## config.mk

```make
export PLATFORM = sky130hd
export DESIGN_NAME = freq_gate_ctrl
export DESIGN_NICKNAME = d
export VERILOG_FILES = /design/src/rtl/freq_gate_ctrl.sv
export SDC_FILE = /design/constraint.sdc
export NUM_CORES = 1
export LEC_CHECK = 0
export ABC_CLOCK_PERIOD_IN_PS = 2750
export CAP_MARGIN = 25
export CORE_MARGIN = 2
export CORE_UTILIZATION = 52
export DETAILED_ROUTE_END_ITERATION = 16
export HOLD_SLACK_MARGIN = 0.08
export PLACE_DENSITY = 0.75
export SYNTH_ARGS = -nofsm -noshare
export SYNTH_HDL_FRONTEND = slang
export SYNTH_SLANG_ARGS = --single-unit
```

## constraint.sdc

```tcl
create_clock -name fpga_clk -period 2.75 [get_ports fpga_clk]
set_input_delay 0.55 -clock fpga_clk [delete_from_list [all_inputs] [get_ports fpga_clk]]
set_output_delay 0.55 -clock fpga_clk [all_outputs]
set_load 0.05 [all_outputs]
```

## src/rtl/freq_gate_ctrl.sv

```systemverilog
// freq_gate_ctrl: measurement sequencer for the frequency meter.
// Owns the gate window and drives enable/clear/latch of the BCD edge counter.
// Optional feature: define FREQ_AUTORANGE_EN for automatic decade range stepping;
// without it the range follows range_sel, sampled when each gate is armed.
module freq_gate_ctrl #(
   parameter logic [23:0] GATE_BASE  = 24'd10_000,
   parameter logic [19:0] HOLD_TICKS = 20'd100_000,
   parameter logic [1:0]  RANGE_RST  = 2'd2
) (
   input  logic       fpga_clk,
   input  logic       reset,
   input  logic       tick_1us,
   input  logic       sig_edge,
   input  logic       carry_out,
   input  logic       msd_zero,
   input  logic       run,
   input  logic [1:0] range_sel,
   output logic       count_en,
   output logic       reset_ctr,
   output logic       latchit,
   output logic       gate_open,
   output logic [1:0] range,
   output logic       ovf
);

   typedef enum logic [2:0] {
      IDLE, CLEAR, ARM, GATE, EVAL, LATCH, HOLD
   } state_t;

   state_t      state;
   logic [23:0] gate_cnt;
   logic [19:0] hold_cnt;
   logic        ovf_seen;
   logic [1:0]  load_range;

`ifdef FREQ_AUTORANGE_EN
   logic [1:0] unused_range_sel;
   assign unused_range_sel = range_sel;
   assign load_range       = range;
`else
   logic unused_msd_zero;
   assign unused_msd_zero = msd_zero;
   assign load_range      = range_sel;
`endif

   // Gate length in us ticks for a decade range.
   function automatic logic [23:0] gate_len(input logic [1:0] r);
      case (r)
         2'd0:    return GATE_BASE;
         2'd1:    return GATE_BASE * 24'd10;
         2'd2:    return GATE_BASE * 24'd100;
         default: return GATE_BASE * 24'd1000;
      endcase
   endfunction

   // Edges pass straight through to the counter only while the gate is open.
   assign count_en = gate_open & sig_edge;

   // Sequencer; pulse outputs are raised on the transition into their state,
   // so each one is high exactly while the FSM sits in CLEAR / LATCH / GATE.
   always_ff @(posedge fpga_clk or posedge reset) begin
      if (reset) begin
         state     <= IDLE;
         gate_cnt  <= '0;
         hold_cnt  <= '0;
         ovf_seen  <= 1'b0;
         reset_ctr <= 1'b0;
         latchit   <= 1'b0;
         gate_open <= 1'b0;
         range     <= RANGE_RST;
         ovf       <= 1'b0;
      end else begin
         reset_ctr <= 1'b0;
         latchit   <= 1'b0;
         gate_open <= 1'b0;
         case (state)
            IDLE: begin
               if (run) begin
                  state     <= CLEAR;
                  reset_ctr <= 1'b1;
               end
            end
            CLEAR: begin
               ovf_seen <= 1'b0;
               state    <= run ? ARM : IDLE;
            end
            ARM: begin
               if (!run) begin
                  state <= IDLE;
               end else if (tick_1us) begin
                  gate_cnt  <= gate_len(load_range);
                  range     <= load_range;
                  gate_open <= 1'b1;
                  state     <= GATE;
               end
            end
            GATE: begin
               if (carry_out) ovf_seen <= 1'b1;
               if (!run) begin
                  state <= IDLE;
               end else if (tick_1us && gate_cnt == 24'd1) begin
                  state <= EVAL;
               end else begin
                  gate_open <= 1'b1;
                  if (tick_1us) gate_cnt <= gate_cnt - 24'd1;
               end
            end
            EVAL: begin
               if (!run) begin
                  state <= IDLE;
`ifdef FREQ_AUTORANGE_EN
               end else if (ovf_seen && range != 2'd0) begin
                  // Overflowed on a longer gate: shorten and re-measure without latching.
                  range     <= range - 2'd1;
                  reset_ctr <= 1'b1;
                  state     <= CLEAR;
               end else begin
                  if (!ovf_seen && msd_zero && range != 2'd3) range <= range + 2'd1;
                  latchit <= 1'b1;
                  state   <= LATCH;
               end
`else
               end else begin
                  latchit <= 1'b1;
                  state   <= LATCH;
               end
`endif
            end
            LATCH: begin
               ovf      <= ovf_seen;
               hold_cnt <= HOLD_TICKS;
               state    <= HOLD;
            end
            HOLD: begin
               if (tick_1us) begin
                  if (hold_cnt == 20'd1) begin
                     if (run) begin
                        reset_ctr <= 1'b1;
                        state     <= CLEAR;
                     end else begin
                        state <= IDLE;
                     end
                  end else begin
                     hold_cnt <= hold_cnt - 20'd1;
                  end
               end
            end
            default: state <= IDLE;
         endcase
      end
   end

endmodule
```

* Yosys cells after proc, flatten, opt, wreduce, memory -nomap -nowiden
Cells that the tools add are included.
** Word-level totals
- Bits in registers :: 54
- Input bits :: 9
- Output and inout port bits :: 7
** Operators by class
- $add $sub $neg :: 2
- Equal/unequal tests :: 22
- Muxes and demuxes :: 33
- Bitwise gates (word level) :: 1
- Reduce and logical (&&, ||, !) cells :: 11
** Operators with widths (number)
- 24-bit two-way mux :: 5
- 24-bit one-hot mux with 3 select lines :: 1
- 24-bit one-hot mux with 2 select lines :: 1
- 20-bit two-way mux :: 2
- 20-bit one-hot mux with 2 select lines :: 1
- 24-bit by 1-bit == test with 1-bit output (second input constant) :: 1
- 3-bit two-way mux :: 8
- 24-bit by 1-bit subtractor with 24-bit output (second input constant) :: 1
- 3-bit one-hot mux with 7 select lines :: 1
- 20-bit by 1-bit == test with 1-bit output (second input constant) :: 1
- 2-bit inequality test (second input constant) :: 10
- 20-bit by 1-bit subtractor with 20-bit output (second input constant) :: 1
- 1-bit two-way mux :: 10
- 3-bit == test (second input constant) :: 3
- 3-bit by 2-bit == test with 1-bit output (second input constant) :: 2
- 3-bit inequality test (second input constant) :: 2
- 1-bit one-hot mux with 2 select lines :: 3
- 3-bit AND reduction :: 2
- 6-bit AND reduction :: 1
- 2-bit nonzero test :: 3
- 5-bit AND reduction :: 1
- 3-bit by 1-bit == test with 1-bit output (second input constant) :: 1
- 3-bit logical NOT :: 1
- 2-bit by 1-bit == test with 1-bit output (second input constant) :: 1
- 6 further kinds :: 6

* Longest topological paths before layout
- Depth after elaboration :: 5
- Mapped depth :: 8
- Mapped depth without buffers :: 7

* Least setup slack after synthesis
OpenSTA, ideal clock, no wires.
- Kind :: reg-to-reg
- Start :: register gate_cnt[3]
- End :: register gate_cnt[11]
- Library setup time :: 0.066 ns
- Arrival time :: 2.055 ns
- Data required time :: 2.684 ns
- Setup slack :: 0.629 ns
- Stages on the path, launching flop included :: 7
- Period minus slack after synthesis :: 2.121 ns
- Cell sequence :: dfrtp_1 or4_4 or2_1 buf_6 or3_1 or4_1 nand2_1
** Between the ends
- Longest elaborated chain between the ends :: 5
- Elaborated cells on any way between the ends :: 9
- Those cells by class :: add/sub (1); eq/ne (2); mux (4); reduce/logical (2)
** RTL lines
- start: declaration :: RTL line 31 : logic [23:0] gate_cnt;
- start signal: assignment :: RTL line 91 : gate_cnt <= gate_len(load_range);
- start signal: assignment :: RTL line 105 : if (tick_1us) gate_cnt <= gate_cnt - 24'd1;
- 24-bit by 1-bit subtractor with 24-bit output :: RTL line 105
- 24-bit two-way mux :: RTL line 105
- 24-bit two-way mux :: RTL line 101 : end else if (tick_1us && gate_cnt == 24'd1) begin
- 24-bit two-way mux :: RTL line 99 : if (!run) begin
- 24-bit one-hot mux with 2 select lines :: RTL line 76 : case (state)
Parallel ways exist; a longest one is shown, timed or not. The select of a mux whose other input is x is not followed.
A chain may end at the register's enable or synchronous reset.

* Worst setup path in the final report
- Start :: input port tick_1us
- End :: register hold_cnt[17]
** Between the ends
- Longest elaborated chain between the ends :: 2
** RTL lines
- start: declaration :: RTL line 12 : input logic tick_1us,
- 2-bit inequality test (no source line)
- 3-bit AND reduction (no source line)
- end signal: assignment :: RTL line 144 : hold_cnt <= hold_cnt - 20'd1;
- end: declaration :: RTL line 32 : logic [19:0] hold_cnt;
No other way between the ends.

==> results.json <==
{
  "htreeDepth": 2,
  "crit_path_start_kind": "input port",
  "setup_viol": 0,
  "cts_tree": "built",
  "swShare_pct": 38.77,
  "fin_setup_tns_ns": 0,
  "syn_nets": 381,
  "hold_viol_final": 0,
  "hpwl_mm": 5.361,
  "fp.coreArea_sq_mm": 0.005991,
  "rows": 28,
  "port_buffers": 14,
  "vdd_drop_max_mv": 0.3907,
  "grt_max_degree": 28,
  "dpl_cell_area_sq_mm": 0.003560,
  "rsz0062_at_grt": "false",
  "cts_setup_buffers": 0,
  "holdCritStartpoint": "range[1]$_DFFE_PP1P_",
  "top_level_ports": 16,
  "cts-resized-gates": 0,
  "drt_iter0_markers": 194,
  "min_period_ns": 2.460,
  "ys.flop_type": "dfrtp_1",
  "outcome": "completed",
  "syn2layout_area_growth_pct": 12.15,
  "arrival_ns": 2.70,
  "clk_pin_slew_worst_paths_ns": 0.10,
  "cts_root_buf": "clkbuf_8",
  "multiInputGateArea_sq_mm": 0.001747,
  "grt_pass1_wl_mm": 13.23,
  "hold_path.class": "flip-flop to flip-flop",
  "end_kind": "flip-flop",
  "yosys_warnings": 0,
  "max_freq_mhz": 406.5,
  "final_util_pct": 60.74,
  "hold_end": "range[1]$_DFFE_PP1P_",
  "p_clk_share_pct": 17.6,
  "wl_mm": 7.672,
  "clock-skew-final_ns": 0.01743,
  "place.gp.congestion": 0.8909,
  "dp_cells": 458,
  "internal_power_mw": 1.494,
  "fillers": 528,
  "ant_nets": 0,
  "pwr-share-comb_pct": 32.1,
  "cts_sinks": 54,
  "cts_buffers": 5,
  "stdcell_area_sq_mm": 0.003638,
  "avgViaCountPerCell": 6.260,
  "syn_area_per_cell_sq_um": 8.938,
  "overflow": 0,
  "path_max_fanout": 7,
  "cp_slowest_cell": "or4_1",
  "maxCapViolCount": 0,
  "total_power_mw": 2.441,
  "grt_pass1_vias": 2778,
  "min_period_over_period_pct": 89.46,
  "r2r_slack_ns": 0.41,
  "synth_cell_types": 60,
  "ys_ff_latch": 54,
  "grtUsageTotal_pct": 22.97,
  "syn_area_sq_mm": 0.003244,
  "antenna_found_initial": 0,
  "reg2reg_from": "hold_cnt[4]$_DFFE_PP0P_",
  "critPathMaxStageDelay_ns": 0.55,
  "syn_inst": 363,
  "synth_edf_count": 0,
  "nets": 408,
  "die_h_microns": 82.99,
  "required_ns": 2.99,
  "holdBufCountCts": 0,
  "num_vias": 2911,
  "worstHoldPathCells": 2,
  "drc": 0,
  "dr.pass1.iters": 5,
  "reg2reg_depth": 5,
  "seqCellArea_sq_mm": 0.001353,
  "p_leak_nw": 1.472,
  "async_flop_share_pct": 100.0,
  "seqPwrFrac_pct": 50.3,
  "clk_latency_ns": 0.31,
  "fin_cells": 465,
  "antenna-diode-count": 0,
  "seq_area_frac_synth_pct": 41.69,
  "initial_core_util_pct": 54.16,
  "switching_power_mw": 0.9464,
  "slew_headroom_pct": 44.53,
  "pwr_density_cell_mw_per_mm2": 670.8,
  "wire_per_inst_microns": 16.50,
  "path_class": "input port to flip-flop",
  "max_slew.worst_pin.slew_ns": 0.8301,
  "drive_gt1_share_pct": 11.79,
  "die_w_microns": 82.99,
  "clock_path_buffers": 2,
  "slew_violations": 0,
  "critical_path.cell_chain": "clkdlybuf4s50_1, nand3b_1, a2111oi_0, buf_4, nand4_1, or4_1, a21oi_1",
  "timing.rr.end": "hold_cnt[4]$_DFFE_PP0P_",
  "die_area_sq_mm": 0.006887
}
## kinds of logic after synthesis
logic type | count (synthesis) | synth area share (%)
buffers and inverters | 33 | 4.474
AOI/OAI and AO/OA | 103 | 20.79
muxes | 4 | 1.234
DFF | 54 | 41.69
adders and majority gates | 9 | 3.471
xor gates and xnor gates | 3 | 0.8100
and+or+nand+nor | 157 | 27.54
## area by class of cell
type                       count  area share, %
inverter                      17          1.754
multi-input combinational    276          48.01
sequential                    54          37.17
clock inverter                 2         0.2751
tap                           75          2.579
timing repair buffer          36          8.322
clock buffer                   5          1.891
## stage by stage
stage	worst slack, ns	hold slack (ns)
5_1_grt	0.08399	0.5285
3_3_place_gp	-0.02966	0.4598
4_1_cts	0.2891	0.4902
2_1_floorplan	0.6290	0.4395
6_report	0.2900	0.4903
3_5_place_dp	-0.01684	0.4773
## per-layer routing
metal	vias up	global-route usage, %	wire (microns)
li1	1420	-	-
met1	1407	31.27	3469
met2	73	38.49	3825
met3	11	3.280	298
met4	0	6.110	79
met5	-	0	0
## power groups by stage
stage	sequential, mW	combinational (mW)	clock, mW
after global routing	1.26	0.881	0.464
after CTS	1.22	0.782	0.437
after floorplan	1.24	0.513	0
after global placement	1.22	0.749	0
after detailed placement	1.23	0.776	0
final	1.23	0.783	0.430
## critical path: cells and delay by family
| kind | cells | cell delay, ns |
|---|---|---|
| buffers and inverters | 2 | 0.72 |
| AO/OA/AOI/OAI | 2 | 0.54 |
| AND/OR/NAND/NOR | 3 | 0.90 |
## placed cells by master (no fill, tap or decap), types with 5 or more instances in the layout
cell type         n
o21ai_0          19
dfrtp_1          53
o211ai_1          5
nor2_1           20
a22o_1            6
clkbuf_8          5
or4_1            11
nor3_1           20
nand3_1          12
or3_1             9
or2_2             5
inv_1            16
o31ai_1          10
ha_1              9
nand2_1          29
o21a_1            7
nand4_1           7
buf_4            23
nor4_1            9
a31oi_1           6
a21oi_1          26
clkdlybuf4s50_1  13
nand2b_1          6
## registers in the layout (all words and copies together), names as in the netlist
signal / cells
latchit: 1
state: 3
gate_open: 1
hold_cnt: 20
reset_ctr: 1
range: 2
ovf: 1
gate_cnt: 24
ovf_seen: 1
## worst max path at each step
| stage | startpoint | to | slack, ns | cells after the start |
|---|---|---|---|---|
| detailed placement | tick_1us | hold_cnt[17]$_DFFE_PP0P_ | -0.02 | 7 |
| finish | tick_1us | hold_cnt[17]$_DFFE_PP0P_ | 0.29 | 7 |
| global route | tick_1us | hold_cnt[19]$_DFFE_PP0P_ | 0.08 | 7 |
| CTS | tick_1us | hold_cnt[17]$_DFFE_PP0P_ | 0.29 | 7 |
| floorplan | gate_cnt[3]$_DFFE_PP0P_ | gate_cnt[11]$_DFFE_PP0P_ | 0.63 | 6 |
| global placement | tick_1us | hold_cnt[19]$_DFFE_PP0P_ | -0.03 | 7 |
## cells in the mapped netlist, types with 10 or more instances
cell,count,area [sq um]
dfrtp_1,53,1326
nand2_1,29,108.9
a21oi_1,26,130.1
nor2_1,20,75.07
nor3_1,20,100.1
o21ai_0,19,95.09
inv_1,17,63.81
nand3_1,12,60.06
clkbuf_1,11,41.29
or4_1,11,82.58
o31ai_1,10,75.07
Note: power is estimated with default switching activity, not from simulation.
